### src/rtl/fp_div_arbiter_if.sv
// Bundle of requester, response and divider-side signals for fp_div_arbiter.
// The arbiter uses the slave view; whatever surrounds it (requesters plus divider) uses master.
interface fp_div_arbiter_if #(
    parameter int NUM_REQ = 2
);
    localparam int OW = (NUM_REQ > 1) ? $clog2(NUM_REQ) : 1;

    logic [NUM_REQ-1:0]    req_valid_i;
    logic [NUM_REQ-1:0]    req_ready_o;
    logic [32*NUM_REQ-1:0] req_a_i;
    logic [32*NUM_REQ-1:0] req_b_i;

    logic [NUM_REQ-1:0]    rsp_valid_o;
    logic [NUM_REQ-1:0]    rsp_ready_i;
    logic [31:0]           rsp_data_o;
    logic [4:0]            rsp_flags_o;

    logic                  div_start_o;
    logic [31:0]           div_a_o;
    logic [31:0]           div_b_o;
    logic                  div_ready_i;
    logic                  div_done_i;
    logic [31:0]           div_s_i;
    logic                  div_error_i;
    logic                  div_inf_i;
    logic                  div_nan_i;
    logic                  div_zero_i;

    logic                  busy_o;
    logic [OW-1:0]         owner_o;

    modport slave (
        input  req_valid_i, req_a_i, req_b_i, rsp_ready_i,
        input  div_ready_i, div_done_i, div_s_i,
        input  div_error_i, div_inf_i, div_nan_i, div_zero_i,
        output req_ready_o, rsp_valid_o, rsp_data_o, rsp_flags_o,
        output div_start_o, div_a_o, div_b_o, busy_o, owner_o
    );

    modport master (
        output req_valid_i, req_a_i, req_b_i, rsp_ready_i,
        output div_ready_i, div_done_i, div_s_i,
        output div_error_i, div_inf_i, div_nan_i, div_zero_i,
        input  req_ready_o, rsp_valid_o, rsp_data_o, rsp_flags_o,
        input  div_start_o, div_a_o, div_b_o, busy_o, owner_o
    );
endinterface

### src/rtl/fp_div_arbiter.sv
// Round-robin sharing of one iterative FP32 divider among NUM_REQ requesters,
// with a watchdog that substitutes a NaN result if the divider never reports Done.
module fp_div_arbiter #(
    parameter int NUM_REQ        = 2,
    parameter int TIMEOUT_CYCLES = 255
) (
    input  logic            clk_i,
    input  logic            rst_i,
    fp_div_arbiter_if.slave bus
);
    localparam int          OW      = (NUM_REQ > 1) ? $clog2(NUM_REQ) : 1;
    localparam logic [16:0] TO_LAST = 17'(TIMEOUT_CYCLES - 1);
    localparam logic [31:0] QNAN    = 32'h7FC0_0000;

    typedef enum logic [1:0] {
        S_IDLE,
        S_ISSUE,
        S_WAIT,
        S_RESP
    } state_t;

    state_t        state_q, state_d;
    logic [OW-1:0] rr_q, rr_d;
    logic [OW-1:0] owner_q, owner_d;
    logic [31:0]   a_q, a_d;
    logic [31:0]   b_q, b_d;
    logic [31:0]   data_q, data_d;
    logic [4:0]    flags_q, flags_d;
    logic [15:0]   cnt_q, cnt_d;

    logic [NUM_REQ-1:0] req_ready;
    logic [NUM_REQ-1:0] rsp_valid;
    logic               div_start;

    logic [OW-1:0]      cand_idx [NUM_REQ];
    logic [31:0]        a_arr    [NUM_REQ];
    logic [31:0]        b_arr    [NUM_REQ];
    logic [NUM_REQ-1:0] win_onehot;
    logic [NUM_REQ-1:0] owner_onehot;
    logic [OW-1:0]      win;
    logic               win_found;

    // cand_idx[gi] is the requester examined at search position gi, starting just after rr.
    generate
        for (genvar gi = 0; gi < NUM_REQ; gi++) begin : g_req
            assign cand_idx[gi]     = OW'((int'(rr_q) + 1 + gi) % NUM_REQ);
            assign a_arr[gi]        = bus.req_a_i[32*gi +: 32];
            assign b_arr[gi]        = bus.req_b_i[32*gi +: 32];
            assign win_onehot[gi]   = win_found && (win == OW'(gi));
            assign owner_onehot[gi] = (owner_q == OW'(gi));
        end
    endgenerate

    // Walk the search order backwards so the earliest valid candidate is the last assignment.
    always_comb begin
        win       = '0;
        win_found = 1'b0;
        for (int i = NUM_REQ - 1; i >= 0; i--) begin
            if (bus.req_valid_i[cand_idx[i]]) begin
                win       = cand_idx[i];
                win_found = 1'b1;
            end
        end
    end

    always_comb begin
        state_d   = state_q;
        rr_d      = rr_q;
        owner_d   = owner_q;
        a_d       = a_q;
        b_d       = b_q;
        data_d    = data_q;
        flags_d   = flags_q;
        cnt_d     = cnt_q;
        req_ready = '0;
        rsp_valid = '0;
        div_start = 1'b0;

        unique case (state_q)
            S_IDLE: begin
                req_ready = win_onehot;
                if (win_found) begin
                    a_d     = a_arr[win];
                    b_d     = b_arr[win];
                    owner_d = win;
                    rr_d    = win;
                    state_d = S_ISSUE;
                end
            end
            S_ISSUE: begin
                if (bus.div_ready_i) begin
                    div_start = 1'b1;
                    cnt_d     = '0;
                    state_d   = S_WAIT;
                end
            end
            S_WAIT: begin
                // Expiry is judged on the post-increment count, so RESP opens TIMEOUT_CYCLES after start.
                cnt_d = cnt_q + 16'd1;
                if (bus.div_done_i) begin
                    data_d  = bus.div_s_i;
                    flags_d = {1'b0, bus.div_error_i, bus.div_inf_i, bus.div_nan_i, bus.div_zero_i};
                    state_d = S_RESP;
                end else if ({1'b0, cnt_d} >= TO_LAST) begin
                    data_d  = QNAN;
                    flags_d = 5'b11010;
                    state_d = S_RESP;
                end
            end
            S_RESP: begin
                rsp_valid = owner_onehot;
                if (|(bus.rsp_ready_i & owner_onehot)) begin
                    state_d = S_IDLE;
                end
            end
            default: begin
                state_d = S_IDLE;
            end
        endcase
    end

    always_ff @(posedge clk_i) begin
        if (rst_i) begin
            state_q <= S_IDLE;
            rr_q    <= OW'(NUM_REQ - 1);
            owner_q <= '0;
            a_q     <= '0;
            b_q     <= '0;
            data_q  <= '0;
            flags_q <= '0;
            cnt_q   <= '0;
        end else begin
            state_q <= state_d;
            rr_q    <= rr_d;
            owner_q <= owner_d;
            a_q     <= a_d;
            b_q     <= b_d;
            data_q  <= data_d;
            flags_q <= flags_d;
            cnt_q   <= cnt_d;
        end
    end

    assign bus.req_ready_o = req_ready;
    assign bus.rsp_valid_o = rsp_valid;
    assign bus.rsp_data_o  = data_q;
    assign bus.rsp_flags_o = flags_q;
    assign bus.div_start_o = div_start;
    assign bus.div_a_o     = a_q;
    assign bus.div_b_o     = b_q;
    assign bus.busy_o      = (state_q != S_IDLE);
    assign bus.owner_o     = owner_q;
endmodule

### src/flat_wrapper.sv
// flat-port wrapper written by rule: the top's interface ports become plain ports
module fp_div_arbiter_flat 
#(
    parameter int NUM_REQ        = 2,
    parameter int TIMEOUT_CYCLES = 255
)
  (clk_i, rst_i, bus_req_valid_i, bus_req_a_i, bus_req_b_i, bus_rsp_ready_i, bus_div_ready_i, bus_div_done_i, bus_div_s_i, bus_div_error_i, bus_div_inf_i, bus_div_nan_i, bus_div_zero_i, bus_req_ready_o, bus_rsp_valid_o, bus_rsp_data_o, bus_rsp_flags_o, bus_div_start_o, bus_div_a_o, bus_div_b_o, bus_busy_o, bus_owner_o);
  fp_div_arbiter_if #(.NUM_REQ(NUM_REQ)) bus_i ();
  input  logic clk_i;
  input  logic rst_i;
  input wire logic [$bits(bus_i.req_valid_i)-1:0] bus_req_valid_i;
  input wire logic [$bits(bus_i.req_a_i)-1:0] bus_req_a_i;
  input wire logic [$bits(bus_i.req_b_i)-1:0] bus_req_b_i;
  input wire logic [$bits(bus_i.rsp_ready_i)-1:0] bus_rsp_ready_i;
  input wire logic [$bits(bus_i.div_ready_i)-1:0] bus_div_ready_i;
  input wire logic [$bits(bus_i.div_done_i)-1:0] bus_div_done_i;
  input wire logic [$bits(bus_i.div_s_i)-1:0] bus_div_s_i;
  input wire logic [$bits(bus_i.div_error_i)-1:0] bus_div_error_i;
  input wire logic [$bits(bus_i.div_inf_i)-1:0] bus_div_inf_i;
  input wire logic [$bits(bus_i.div_nan_i)-1:0] bus_div_nan_i;
  input wire logic [$bits(bus_i.div_zero_i)-1:0] bus_div_zero_i;
  output wire logic [$bits(bus_i.req_ready_o)-1:0] bus_req_ready_o;
  output wire logic [$bits(bus_i.rsp_valid_o)-1:0] bus_rsp_valid_o;
  output wire logic [$bits(bus_i.rsp_data_o)-1:0] bus_rsp_data_o;
  output wire logic [$bits(bus_i.rsp_flags_o)-1:0] bus_rsp_flags_o;
  output wire logic [$bits(bus_i.div_start_o)-1:0] bus_div_start_o;
  output wire logic [$bits(bus_i.div_a_o)-1:0] bus_div_a_o;
  output wire logic [$bits(bus_i.div_b_o)-1:0] bus_div_b_o;
  output wire logic [$bits(bus_i.busy_o)-1:0] bus_busy_o;
  output wire logic [$bits(bus_i.owner_o)-1:0] bus_owner_o;
  assign bus_i.req_valid_i = bus_req_valid_i;
  assign bus_i.req_a_i = bus_req_a_i;
  assign bus_i.req_b_i = bus_req_b_i;
  assign bus_i.rsp_ready_i = bus_rsp_ready_i;
  assign bus_i.div_ready_i = bus_div_ready_i;
  assign bus_i.div_done_i = bus_div_done_i;
  assign bus_i.div_s_i = bus_div_s_i;
  assign bus_i.div_error_i = bus_div_error_i;
  assign bus_i.div_inf_i = bus_div_inf_i;
  assign bus_i.div_nan_i = bus_div_nan_i;
  assign bus_i.div_zero_i = bus_div_zero_i;
  assign bus_req_ready_o = bus_i.req_ready_o;
  assign bus_rsp_valid_o = bus_i.rsp_valid_o;
  assign bus_rsp_data_o = bus_i.rsp_data_o;
  assign bus_rsp_flags_o = bus_i.rsp_flags_o;
  assign bus_div_start_o = bus_i.div_start_o;
  assign bus_div_a_o = bus_i.div_a_o;
  assign bus_div_b_o = bus_i.div_b_o;
  assign bus_busy_o = bus_i.busy_o;
  assign bus_owner_o = bus_i.owner_o;
  fp_div_arbiter #(.NUM_REQ(NUM_REQ), .TIMEOUT_CYCLES(TIMEOUT_CYCLES)) u_core (.clk_i(clk_i), .rst_i(rst_i), .bus(bus_i));
endmodule
### config.mk
export PLATFORM = sky130hd
export DESIGN_NAME = fp_div_arbiter_flat
export DESIGN_NICKNAME = d
export VERILOG_FILES = /design/src/rtl/fp_div_arbiter_if.sv /design/src/rtl/fp_div_arbiter.sv /design/src/flat_wrapper.sv
export SDC_FILE = /design/constraint.sdc
export NUM_CORES = 1
export LEC_CHECK = 0
export ABC_CLOCK_PERIOD_IN_PS = 4300
export BUFFER_PORTS_ARGS = -buffer_cell sky130_fd_sc_hd__buf_2
export CAP_MARGIN = 20
export CORE_MARGIN = 5
export CORE_UTILIZATION = 45
export DETAILED_ROUTE_END_ITERATION = 8
export GPL_TIMING_DRIVEN = 0
export PLACE_DENSITY = 0.9
export SYNTH_ARGS = -nofsm -noshare
export SYNTH_HDL_FRONTEND = slang
export SYNTH_SLANG_ARGS = --single-unit
### constraint.sdc
create_clock -name clk_i -period 4.3 [get_ports clk_i]
set_input_delay 0.43 -clock clk_i [delete_from_list [all_inputs] [get_ports clk_i]]
set_output_delay 0.43 -clock clk_i [all_outputs]
set_load 0.01 [all_outputs]
== Word-level counts from Yosys, hierarchy flattened ==
Cells that the tools add are included.

* $add $sub $neg: 3
* Multiplexer cells: 30
* Eq/ne operators: 7
* $lt $le $gt $ge: 4
* Reduce and logical (&&, ||, !) cells: 11
* Bitwise operators: 4

{| class="wikitable"
|+ Operator list
! operator !! number
|-
| $mux 32 || 8
|-
| $pmux 16 s2 || 1
|-
| $add 16x1->16 const B || 1
|-
| $ge 16x8->1 const B || 1
|-
| $mux 16 || 1
|-
| $mux 2 || 7
|-
| $mux 1 || 10
|-
| $mux 5 || 2
|-
| $pmux 2 s4 || 1
|-
| $reduce_and 2->1 || 3
|-
| $reduce_bool 2->1 || 3
|-
| $eq 2x2->1 const B || 2
|-
| $lt 1x2->1 const B || 2
|-
| $ne 2x1->1 const B || 2
|-
| $reduce_and 4->1 || 1
|-
| $ne 3x2->1 const B || 1
|-
| $add 1x1->1 const B || 2
|-
| $and 2x2->2 || 1
|-
| $eq 2x1->1 const B || 1
|-
| $ge 2x2->1 const B || 1
|-
| $logic_and 1x1->1 || 2
|-
| $logic_not 2->1 || 1
|-
| $ne 2x2->1 const B || 1
|-
| $not 1->1 || 2
|-
| 2 further kinds || 2
|}

* Output and inout port bits: 108
* Input port bits: 172
* Word-level logic and storage cells: 67
* Register bits: 121

== Logic depth before layout (Yosys ltp) ==
* Word-level depth: 10
* Mapped depth: 9
* Gate-level depth less buffers: 8

== Least setup slack after synthesis ==
OpenSTA, ideal clock, no wires.

* Path type: register -> register
* Start: reg u_core.cnt_q[0]
* End: reg u_core.data_q[16], in the netlist u_core.bus.rsp_data_o[16]
* Arrival time: 2.363 ns
* Stages on the path, launching flop included: 10
* Required time: 4.162 ns
* Path buffers: 2
* Period minus slack after synthesis: 2.501 ns
* Slack: 1.799 ns
* Setup time: 0.138 ns
* Path through: dfxtp_1 > ha_1 > nand4_4 > or4_1 > buf_2 > mux2i_1 > a32o_2 > a21boi_4 > buf_6 > o32ai_1

* Word-level cells in the longest chain between the ends: 4

{| class="wikitable"
|+ RTL lines
! item !! line !! source
|-
| from (decl) || fp_div_arbiter.sv:29 || <nowiki>logic [15:0] cnt_q, cnt_d;</nowiki>
|-
| from (signal assigned) || fp_div_arbiter.sv:140 || <nowiki>cnt_q <= cnt_d;</nowiki>
|-
| $add 16x1->16 || fp_div_arbiter.sv:99 || <nowiki>cnt_d = cnt_q + 16'd1;</nowiki>
|-
| $ge 16x8->1 || fp_div_arbiter.sv:104 || <nowiki>end else if ({1'b0, cnt_d} >= TO_LAST) begin</nowiki>
|-
| $reduce_bool 2->1 (no line) || n/a ||
|-
| $reduce_and 2->1 (no line) || n/a ||
|-
| to (signal assigned) || fp_div_arbiter.sv:138 || <nowiki>data_q <= data_d;</nowiki>
|-
| to (decl) || fp_div_arbiter.sv:27 || <nowiki>logic [31:0] data_q, data_d;</nowiki>
|}

Every way passes these cells.
A chain may end at the register's enable or synchronous reset.

== Final worst setup path ==
* Start: reg u_core.state_q[1]
* End: out bus_req_ready_o[0]

* Word-level cells in the longest chain between the ends: 2

{| class="wikitable"
|+ RTL lines
! item !! line !! source
|-
| from (decl) || fp_div_arbiter.sv:22 || <nowiki>state_t state_q, state_d;</nowiki>
|-
| from (signal assigned) || fp_div_arbiter.sv:133 || <nowiki>state_q <= state_d;</nowiki>
|-
| $logic_not 2->1 || fp_div_arbiter.sv:79 || <nowiki>unique case (state_q)</nowiki>
|-
| $mux 2 || fp_div_arbiter.sv:79 ||
|-
| to (decl) || flat_wrapper.sv:22 || <nowiki>output wire logic [$bits(bus_i.req_ready_o)-1:0] bus_req_ready_o;</nowiki>
|}

Every way passes these cells.

==> flow_results.org <==
** Die
- The floorplan step set the die height to 117 um.
- Boundary pin count :: 280
- The die covers between 10000 and 15000 um2.
- Die span in x :: 117 um
- The region available for standard cell placement spans 11400 um2.
- The floorplan has 39 rows.
- Initial core utilization :: 0.457

** Timing
- Max_slew headroom :: 0.439
- Final critical-path share of the clock period :: 0.687
- Hold WS :: 0.261 ns
- Setup violations remaining at the end of the flow were counted as 0.
- After routing, the total negative slack on setup checks comes to 0 ns.
- Based on the critical path, the design can be clocked at up to 338 MHz.
- Setup repair after global routing left no endpoint under its margin.
- Final clock skew :: 0.00611 ns
- Final count of hold timing violations :: 0
- Slew Limit Fails :: 0
- Shortest period the worst path allows :: roughly 3 ns
- Slew of the pin with the lowest slew margin :: 0.834 ns

** Synthesis
- Counting flops with a built-in enable in the synthesized netlist gives 0.
- Dominant synthesized flop cell :: dfxtp_1
- Share of flip-flops with an asynchronous set or reset :: 0
- Post-Synthesis Net Count :: 763
- Post-Synthesis Cell Area :: roughly 5200 um2
- Total of warnings raised by yosys :: 0
- In this run, distinct cell masters in the synthesized netlist total between 40 and 50.
- A synthesized cell averages slightly below 9 um2.
- Part of the Yosys area used for sequential elements :: 0.466
- Synthesis produced ~590 cells.
- Number of register bits inferred by synthesis :: 121

** Setup path
- Path type of the worst setup path :: flip-flop to primary output
- The worst setup path is launched from a flip-flop.
- Worst reg2reg startpoint :: u_core.cnt_q[0]
- The largest single stage delay on the critical path is roughly 0.54 ns.
- Worst-case register-to-register setup slack :: 1.44 ns
- Data on the critical path is required at its endpoint by 3.87 ns.
- Slowest stage cell, crit path :: nor2_1
- Measured in cells, the most critical reg-to-reg path has a length of 8.
- The kind of cell with the highest combined delay along the critical path is buffers and inverters.
- In this run the critical register-to-register path is captured at u_core.bus.rsp_data_o[6].
- STA classifies the critical path endpoint as a primary output.
- Data on the critical path arrives at its endpoint at 2.53 ns.
- Critical-path maximum fanout :: 10
- Together, buffers and inverters on the worst path number 3.
- Ordered cell list for the critical path :: inv_1 -> ha_1 -> o21ai_0 -> nor2_1 -> clkbuf_1 -> buf_2

** Min path
- The path with the worst hold slack has its endpoint at u_core.bus.div_b_o[22].
- The tightest min-delay check is of the input port to flip-flop type.
- In this run the most critical hold path is launched from bus_req_b_i[54].
- Along the worst hold path, the cell count comes to 3.

** GRT
- The number of antenna violations at the first check in global routing came to 1.
- For this run the aggregate overflow at the end of global routing stands at 0.
- The first global-routing pass estimated approximately 28 mm of wire.
- Maximum number of pins on one net before global-route repair :: 17
- Via count of the first global-routing pass :: 5681
- Overall fraction of global-route tracks in use :: 0.241

** Clocking
- The later pin in the worst-skew pair is clocked with a latency of 0.41 ns.
- H-tree levels :: 4
- CTS clock-pin slew for the worst setup and hold paths :: 0.06 ns
- The clock drives 121 sinks.
- Number of gates given a new drive strength after cts :: 0
- The number of hold buffers added after CTS was 0.
- TritonCTS built the clock tree.
- Count of buffers added by post-CTS timing repair for setup :: 0
- Clock root buffer master :: clkbuf_16
- Counting the buffers created by CTS gives 17.
- Clock Tree Buf Depth :: 2

** Power and ir drop
- The share of total power dissipated in sequential elements is 0.336.
- The worst-case IR drop observed on VDD is 325 uV.
- Of the total power, the clock network draws 0.338.
- Power share of the combinational group :: 0.326
- Total Power Consumption :: 4.39 mW
- In this run the power density over the cells is around 590 nW/um2.
- Summed over all nets, the switching power comes to 1.50 mW.
- Int Power :: 2.88 mW
- Of the total power, the share spent switching nets is 0.343.
- Summed over all cells, the static leakage comes to 3.41 nW.

** Route
- In the routed design, unresolved DRC markers number 0.
- Post-DRT Antenna Nets :: 0
- Routed wire length :: roughly 17 mm
- The first detailed-routing pass took 7 iterations.
- Average wire per cell in the routed design :: 16.7 um
- Total number of vias :: 5752
- Ratio of routed vias to standard cells :: between 5 and 6
- Count of routing violations after the opening detailed-route iteration :: 760

** Cells and area
- Of the cells placed in the final design, the portion with a size suffix greater than 1 is 0.368.
- The multi-input combinational cells in the finished layout cover a total of 2390 um2.
- After the flow finishes, the layout carries non-filler instances totaling between 1000 and 1500.
- For this run, the post-layout net count is 1060.
- The finished cells cover around 7400 um2.
- The filler cells instantiated in the layout total 940.
- Signed area change from the synthesized netlist to the final layout :: 42.4%
- Sequential cell area in the final layout :: 2420 um2

** Job
- Max-cap violations in this run came to 0.

** Placement
- Routability-driven placement finished with a final weighted congestion of just over 0.9.
- Port Buffer Count :: 278
- Summing all placed instances gives a cell area of 6760 um2.
- Once detailed placement completed, the half-perimeter wirelength came to about 13 mm.
- Instance count after placement with tap cells included :: about 1000

** Run status
- Result of the run :: finished clean
==> through the flow <==
step / utilization / setup WS, ns
final: 0.650 / 1.34
after CTS: 0.650 / 1.36
after detailed placement: 0.595 / 1.51
after global routing: 0.650 / 1.17
after global placement: 0.595 / 1.54
after floorplan: - / 1.80
==> cells by family after synthesis <==
logic type               after synthesis  synth area share
XOR/XNOR                               6            0.0101
AND/OR/NAND/NOR                      194             0.160
multiplexers                          20            0.0385
adder cells (fa/ha/maj)                6            0.0145
flip-flops                           121             0.466
AO/OA/AOI/OAI                        148             0.238
buffers and inverters                 90            0.0728
==> how the worst max path moves through the flow <==
stage	slack (ns)	cells past startpoint	start	to
final	1.34	6	u_core.state_q[1]	bus_req_ready_o[0]
after global routing	1.17	6	u_core.state_q[1]	bus_req_ready_o[0]
after CTS	1.36	6	u_core.state_q[1]	bus_req_ready_o[0]
after detailed placement	1.51	9	u_core.cnt_q[0]	u_core.bus.rsp_data_o[6]
after global placement	1.54	9	u_core.cnt_q[0]	u_core.bus.rsp_data_o[8]
after floorplan	1.80	9	u_core.cnt_q[0]	u_core.bus.rsp_data_o[16]
==> metal layers <==
layer | vias to the layer above | GRT usage | share of wire | wire [um]
li1 | 2741 | - | - | -
met1 | 2652 | 0.293 | 0.40 | 6930
met2 | 324 | 0.409 | 0.49 | 8530
met3 | 35 | 0.0616 | 0.090 | 1560
met4 | 0 | 0.0870 | 0.020 | 339
met5 | - | 0 | 0 | 0
==> cells in the final DEF (no fill, tap or decap), types with 5 or more instances in the layout <==
cell type / Yosys / layout
a21oi_1: 12 / 12
nand2_1: 40 / 40
mux2i_1: 20 / 20
nand4_1: 6 / 6
nor3_1: 6 / 6
clkbuf_16: 0 / 17
a222oi_1: 45 / 45
a311oi_1: 5 / 5
buf_2: 4 / 282
nor2_1: 117 / 117
nand3_1: 6 / 6
dfxtp_1: 121 / 121
clkbuf_1: 42 / 42
o21ai_0: 10 / 10
a211oi_1: 22 / 22
inv_1: 35 / 35
o21a_1: 12 / 12
ha_1: 6 / 6
o32ai_1: 25 / 25
==> area by class of cell <==
class / instances / share of cell area
inverter: 35 / 0.0178
multi-input combinational: 374 / 0.324
buffer: 55 / 0.0333
clock inverter: 12 / 0.0218
antenna: 1 / 0.000338
clock buffer: 20 / 0.0631
timing repair buffer: 278 / 0.188
sequential: 121 / 0.328
tap: 143 / 0.0242
==> cells in the mapped netlist (5+ instances only) <==
master / n / area (um2)
inv_1: 35 / 131
a211oi_1: 22 / 165
a311oi_1: 5 / 43.8
mux2i_1: 20 / 200
nand3_1: 6 / 30.0
nand4_1: 6 / 37.5
nor3_1: 6 / 30.0
dfxtp_1: 121 / 2420
ha_1: 6 / 75.1
a21oi_1: 12 / 60.1
o21ai_0: 10 / 50.1
nand2_1: 40 / 150
nor2_1: 117 / 439
a222oi_1: 45 / 450
o32ai_1: 25 / 219
o21a_1: 12 / 90.1
clkbuf_1: 42 / 158
==> worst register-to-register path, stage by stage, from the launching register on <==
cell	delay, ns
dfxtp_1	0.43
ha_1	0.33
nand4_4	0.16
nor3_1	0.46
xor2_1	0.15
a2111oi_2	0.55
a21boi_4	0.22
buf_6	0.21
o32ai_1	0.25
==> registers in the layout, indices dropped and copies added, names as in the netlist <==
signal,cells
u_core.bus.div_a_o,32
u_core.rr_q,1
u_core.cnt_q,16
u_core.bus.div_b_o,32
u_core.bus.rsp_data_o,32
u_core.bus.rsp_flags_o,5
u_core.bus.owner_o,1
u_core.state_q,2
==> power by group through the flow <==
stage	clock network [mW]	registers, mW	logic [mW]
6_report	1.48	1.47	1.43
5_1_grt	1.56	1.50	1.57
4_1_cts	1.50	1.47	1.43
3_5_place_dp	0	1.49	1.42
3_3_place_gp	0	1.48	1.39
2_1_floorplan	0	1.58	0.772
No activity file was read; power rests on OpenSTA's default activity.
